[src/rtl/warp_issue_scheduler_pkg.sv]
// Shared types and defaults for the warp issue scheduler.
package warp_issue_scheduler_pkg;

  localparam int WARPS_PER_CORE        = 4;
  localparam int REG_ADDR_WIDTH        = 5;
  localparam int SCHED_BACKOFF_DEFAULT = 2;
  localparam int SCHED_BO_W            = 2;

  typedef enum logic {
    SCHED_FWD_OFF = 1'b0,
    SCHED_FWD_ON  = 1'b1
  } sched_fwd_mode_e;

  function automatic int id_width(input int n);
    return (n > 1) ? $clog2(n) : 1;
  endfunction

endpackage

[src/rtl/warp_issue_scheduler_rr_find_next.sv]
// Rotate-priority find-first: first set mask bit after start, wrapping back to start itself last.
module warp_issue_scheduler_rr_find_next #(
  parameter int N  = 4,
  parameter int IW = 2
) (
  input  logic [N-1:0]  mask,
  input  logic [IW-1:0] start,
  output logic          found,
  output logic [IW-1:0] idx
);

  logic [N-1:0] rot;

  always_comb begin
    // rot[i] is warp (start+1+i) mod N, so rot[N-1] is start itself
    rot   = N'({mask, mask} >> (int'(start) + 1));
    found = 1'b0;
    idx   = start;
    for (int i = 0; i < N; i++) begin
      if (!found && rot[i]) begin
        found = 1'b1;
        idx   = IW'((int'(start) + 1 + i) % N);
      end
    end
  end

endmodule

[src/rtl/warp_issue_scheduler.sv]
// Round-robin warp issue arbiter: probes one warp per cycle against the scoreboard, issues when clear,
// parks hazarded warps for a backoff window.
module warp_issue_scheduler
  import warp_issue_scheduler_pkg::*;
#(
  parameter int              NUM_WARPS      = WARPS_PER_CORE,
  parameter int              BACKOFF_CYCLES = SCHED_BACKOFF_DEFAULT,
  parameter sched_fwd_mode_e FWD_EN         = SCHED_FWD_ON,
  parameter int              CNT_WIDTH      = 32,
  parameter int              BO_W           = SCHED_BO_W,
  parameter int              RAW            = REG_ADDR_WIDTH,
  parameter int              WARP_ID_WIDTH  = id_width(NUM_WARPS)
) (
  input  logic                         clk,
  input  logic                         rst_n,
  input  logic [NUM_WARPS-1:0]         warp_active,
  input  logic [NUM_WARPS-1:0]         ibuf_valid,
  input  logic [NUM_WARPS*RAW-1:0]     ibuf_rs1,
  input  logic [NUM_WARPS*RAW-1:0]     ibuf_rs2,
  input  logic [NUM_WARPS*RAW-1:0]     ibuf_rs3,
  input  logic [NUM_WARPS*3-1:0]       ibuf_uses_rs,
  input  logic [NUM_WARPS*RAW-1:0]     ibuf_rd,
  input  logic [NUM_WARPS-1:0]         ibuf_reg_write,
  input  logic [NUM_WARPS-1:0]         ibuf_is_load,
  output logic [NUM_WARPS-1:0]         ibuf_pop,
  output logic                         sb_decode_valid,
  output logic [WARP_ID_WIDTH-1:0]     sb_warp_id,
  output logic [RAW-1:0]               sb_rs1,
  output logic [RAW-1:0]               sb_rs2,
  output logic [RAW-1:0]               sb_rs3,
  output logic                         sb_uses_rs1,
  output logic                         sb_uses_rs2,
  output logic                         sb_uses_rs3,
  input  logic                         sb_hazard_detected,
  input  logic                         sb_load_use_hazard,
  output logic                         sb_exec_issue,
  output logic                         issue_valid,
  input  logic                         issue_ready,
  output logic [WARP_ID_WIDTH-1:0]     issue_warp_id,
  output logic [RAW-1:0]               issue_rd,
  output logic                         issue_reg_write,
  output logic                         issue_is_load,
  input  logic                         flush,
  input  logic [WARP_ID_WIDTH-1:0]     flush_warp_id,
  output logic [CNT_WIDTH-1:0]         hazard_stall_count
);

  logic [WARP_ID_WIDTH-1:0] cur;
  logic [BO_W-1:0]          backoff [NUM_WARPS];
  logic [CNT_WIDTH-1:0]     count;

  logic [NUM_WARPS-1:0]     elig;
  logic [NUM_WARPS-1:0]     cur_oh;
  logic [NUM_WARPS-1:0]     search_mask;
  logic                     elig_cur, block, fire, park, stalled, nxt_found;
  logic [WARP_ID_WIDTH-1:0] nxt_idx;

  always_comb begin
    for (int w = 0; w < NUM_WARPS; w++) begin
      elig[w] = rst_n && warp_active[w] && ibuf_valid[w] && (backoff[w] == '0) &&
                !(flush && (flush_warp_id == WARP_ID_WIDTH'(w)));
    end
  end

  assign cur_oh   = NUM_WARPS'(1) << cur;
  assign elig_cur = elig[cur];
  assign block    = (FWD_EN == SCHED_FWD_ON) ? sb_load_use_hazard : sb_hazard_detected;
  assign park     = elig_cur && block;
  assign fire     = issue_valid && issue_ready;
  assign stalled  = issue_valid && !issue_ready;
  // A warp parked this cycle must not be picked as its own successor
  assign search_mask = elig & ~(park ? cur_oh : '0);

  warp_issue_scheduler_rr_find_next #(
    .N  (NUM_WARPS),
    .IW (WARP_ID_WIDTH)
  ) u_find (
    .mask  (search_mask),
    .start (cur),
    .found (nxt_found),
    .idx   (nxt_idx)
  );

  assign sb_decode_valid = elig_cur;
  assign sb_warp_id      = cur;
  assign sb_rs1          = ibuf_rs1[cur*RAW +: RAW];
  assign sb_rs2          = ibuf_rs2[cur*RAW +: RAW];
  assign sb_rs3          = ibuf_rs3[cur*RAW +: RAW];
  assign sb_uses_rs1     = ibuf_uses_rs[cur*3];
  assign sb_uses_rs2     = ibuf_uses_rs[cur*3 + 1];
  assign sb_uses_rs3     = ibuf_uses_rs[cur*3 + 2];

  assign issue_valid     = elig_cur && !block;
  assign issue_warp_id   = cur;
  assign issue_rd        = ibuf_rd[cur*RAW +: RAW];
  assign issue_reg_write = ibuf_reg_write[cur];
  assign issue_is_load   = ibuf_is_load[cur];
  assign ibuf_pop        = fire ? cur_oh : '0;
  assign sb_exec_issue   = fire;

  assign hazard_stall_count = count;

  always_ff @(posedge clk) begin
    if (!rst_n) begin
      cur   <= '0;
      count <= '0;
      for (int w = 0; w < NUM_WARPS; w++) backoff[w] <= '0;
    end else begin
      // An offered-but-unaccepted instruction pins the pointer
      if (!stalled && nxt_found) cur <= nxt_idx;
      if (park && (count != '1)) count <= count + 1'b1;
      for (int w = 0; w < NUM_WARPS; w++) begin
        if (flush && (flush_warp_id == WARP_ID_WIDTH'(w)))
          backoff[w] <= '0;
        else if (park && (cur == WARP_ID_WIDTH'(w)))
          backoff[w] <= BO_W'(BACKOFF_CYCLES);
        else if (backoff[w] != '0)
          backoff[w] <= backoff[w] - 1'b1;
      end
    end
  end

endmodule
[config.mk]
export PLATFORM = sky130hd
export DESIGN_NAME = warp_issue_scheduler
export DESIGN_NICKNAME = d
export VERILOG_FILES = /design/src/rtl/warp_issue_scheduler_pkg.sv /design/src/rtl/warp_issue_scheduler_rr_find_next.sv /design/src/rtl/warp_issue_scheduler.sv
export SDC_FILE = /design/constraint.sdc
export NUM_CORES = 1
export LEC_CHECK = 0
export BUFFER_PORTS_ARGS = -buffer_cell sky130_fd_sc_hd__buf_2
export CORE_MARGIN = 1.5
export CORE_UTILIZATION = 45
export CTS_BUF_LIST = sky130_fd_sc_hd__clkbuf_8
export DETAILED_ROUTE_END_ITERATION = 10
export PLACE_DENSITY = 0.82
export REMOVE_ABC_BUFFERS = 1
export SYNTH_ARGS = -nofsm -noshare
export SYNTH_HDL_FRONTEND = slang
export SYNTH_SLANG_ARGS = --single-unit
[constraint.sdc]
create_clock -name clk -period 4 [get_ports clk]
set_clock_uncertainty 0.1 [all_clocks]
set_input_delay 1 -clock clk [delete_from_list [all_inputs] [get_ports clk]]
set_output_delay 1 -clock clk [all_outputs]
set_load 0.05 [all_outputs]
==> out/results.ini <==
[finish]
layout-drive-gt1-share = 0.444
utilization = 0.627
area_growth_pct = 34.8
fin_area_um2 = 4290
layout_commonest_cell = buf_2
final_nets = 649
final_cell_mix = 182 x buf_2, 41 x nor2_1, 36 x nand2_1

[cts]
hold_buffers = 0
clockRootBuffer = clkbuf_8
cts_setup_buffers = 0
cts_tree = done
cts_max_level = 2
clk-insertion-delay-late_ns = 0.29
cts_buffers = 5
path_clk_slew_ns = 0.08
clockBufferDepth = 2
clock-sinks = 42
ctsResizeCount = 0

[setup_path]
reg2reg_depth = 11
rr_startpoint = backoff[1][0]
startpoint_type = input port
max_stage_delay_ns = 0.49
crit_fanout = 11
crit_top_cell = buf_2
timing_worst_setup_path_type = input port to output port
path_cells = buf_2 -> and4_1 -> nand2_1 -> mux4_2 -> nor2_1 -> buf_4 -> and3_1 -> buf_2
crit_family = simple AND/OR/NAND/NOR gates
r2r-end = hazard_stall_count[30]
cp-end-kind = output port
required_ns = 2.90
crit_buf_inv = 3
slowest_stage = mux4_2
r2r_slack_ns = 0.78
arrival_ns = 2.74

[pwr]
p_total_mw = 1.85
p_leak_nw = 1.93
powerDensity_nw_per_um2 = 433
vdd_ir_drop_max_mv = 0.188

[detailed_routing]
drt_iter0_drc = 219
post-route-drc-count = 0
detail_route.vias_per_cell = 5.46
drt_wl_total_mm = 10.1
ant_nets = 0
vias = 3378
drt-wirelength-per-cell_um = 16.4
dr.pass1.iters = 4

[global_route]
met1_usage = 0.309
grt_pass1_vias = 3144
grt-ovfl-total = 0
grt-busiest-layer = met2
grt_pass1_wl_mm = 15.2
met3_usage = 0.0379
grt_max_degree = 29
antenna_found_initial = 1
grt_use_met2 = 0.464
gr-usage-all-layers = 0.258

[sta]
finalCriticalPeriod_ns = 3.84
max_freq_mhz = 260
tightest_slew_ns = 0.601
hold_violations = 0
slew_headroom = 0.596
setup_viol = 0
fin_ws_ns = 0.159
rsz0062_at_grt = no
drv_slew = 0
period_share = 0.960

[yosys]
synth_cell_types = 45
seq_area_frac_synth = 0.290
synth_xor_area_frac = 0.0606
synthCells = 345
yosysWarningCount = 0
synth_fa_ha_area_frac = 0.0433
synth_area_um2 = 3180
avgSynthCellArea_um2 = 9.22
synth_top_family_by_area = simple AND/OR/NAND/NOR gates
synth_flop_cell = dfxtp_1
synth_compound_area_frac = 0.0767
synth.top_cell.area_share = 0.214
synth_edf_count = 8
synthTopCellsByArea = dfxtp_1 21%, mux4_2 21%, edfxtp_1 7.6%
yosysTopAreaCell = dfxtp_1
ys_ff_latch = 42
yosys.area_share.simple = 0.247
synth-async-reset-ratio = 0
synthMuxAreaShare = 0.234

[floorplanning]
io_pins = 184
start_util = 0.466
die-area_um2 = 7580
fp-row-count = 30
die_h_um = 87.1
die_w_um = 87.1
coreArea_um2 = 6830

[worst_hold_path]
hp-class = flop to flop
hold_start = hazard_stall_count[8]
hold_depth = 1
whs_endpoint = hazard_stall_count[8]

[place]
place_area_um2 = 4170
gp_congestion = 0.896
dpl_worst_slack_ns = 0.191
port_buffers = 182
hpwl_mm = 8.33

[run]
cap_viol_max_count = 0

[status]
outcome = completed

## through the flow
step           hold WS [ns]  setup TNS [ns]  instances
2_1_floorplan         0.433          -39.73        326
3_3_place_gp          0.386               0        611
3_5_place_dp          0.388               0        611
4_1_cts               0.409               0        618
5_1_grt               0.455               0        619
6_report              0.408               0        619
## synth_stat cells (4+ instances only)
cell,instances
nor2_1,41
nand2_1,36
dfxtp_1,34
mux4_2,30
o21ai_0,19
a21oi_1,14
inv_1,14
nand4_1,14
xor2_1,13
ha_1,11
and2_1,10
and3_1,10
clkbuf_1,10
nand3_1,9
nor3_1,9
xnor2_1,9
edfxtp_1,8
mux2i_1,7
or3_1,7
and4_1,4
## power by group
part	switching, mW	internal (mW)	total, mW
Sequential	0.0333	0.489	0.522
Clock	0.145	0.200	0.345
Combinational	0.646	0.342	0.988
Total	0.825	1.03	1.85
## kinds of logic (layout without fill, tap and decap cells)
kind of cell | count (synthesis) | after routing
mux | 37 | 37
buf+inv | 35 | 212
fa+ha+maj | 11 | 11
compound gates | 43 | 43
xor+xnor | 22 | 22
flops | 42 | 42
other cells | 0 | 1
simple gates | 155 | 155
## sequential cells by signal, summed over array words and instances (netlist names)
name and flops:
issue_warp_id 2, hazard_stall_count 32, backoff 8
## worst register-to-register path, cell delays in order, from the launching register on
cell and delay [ns]:
edfxtp_1 0.40, inv_1 0.07, ha_1 0.20, and3_1 0.18, o211ai_1 0.11, mux4_2 0.49, buf_4 0.17, clkinv_2 0.09
and2_4 0.22, or4b_1 0.58, or3_1 0.40, a21oi_1 0.14
## routing by layer
metal  share of wire  vias to the layer above  wire (um)
li1                -                     1618          -
met1            0.39                     1608       3950
met2            0.51                      134       5180
met3           0.068                       18        689
met4           0.030                        0        307
met5               0                        -          0
## final cells by class
class / count / area [um^2]
fillers: 634 / 2540
multi-input cells: 268 / 2100
repair buffers: 189 / 963
flip-flops and latches: 42 / 922
well taps: 96 / 120
clock buffers: 6 / 82.6
inverters: 16 / 61.3
clock inverters: 1 / 30.0
diodes: 1 / 2.50
## worst max-delay path by stage
stage	slack, ns	to	depth (start not counted)	startpoint
after detailed placement	0.19	ibuf_pop[0]	8	rst_n
after global routing	0.05	ibuf_pop[0]	8	rst_n
after CTS	0.19	ibuf_pop[0]	8	rst_n
after global placement	0.23	ibuf_pop[1]	8	rst_n
final	0.16	ibuf_pop[0]	8	rst_n
after floorplan	-1.76	ibuf_pop[0]	4	issue_warp_id[0]
(Power assumes the default switching activity.)
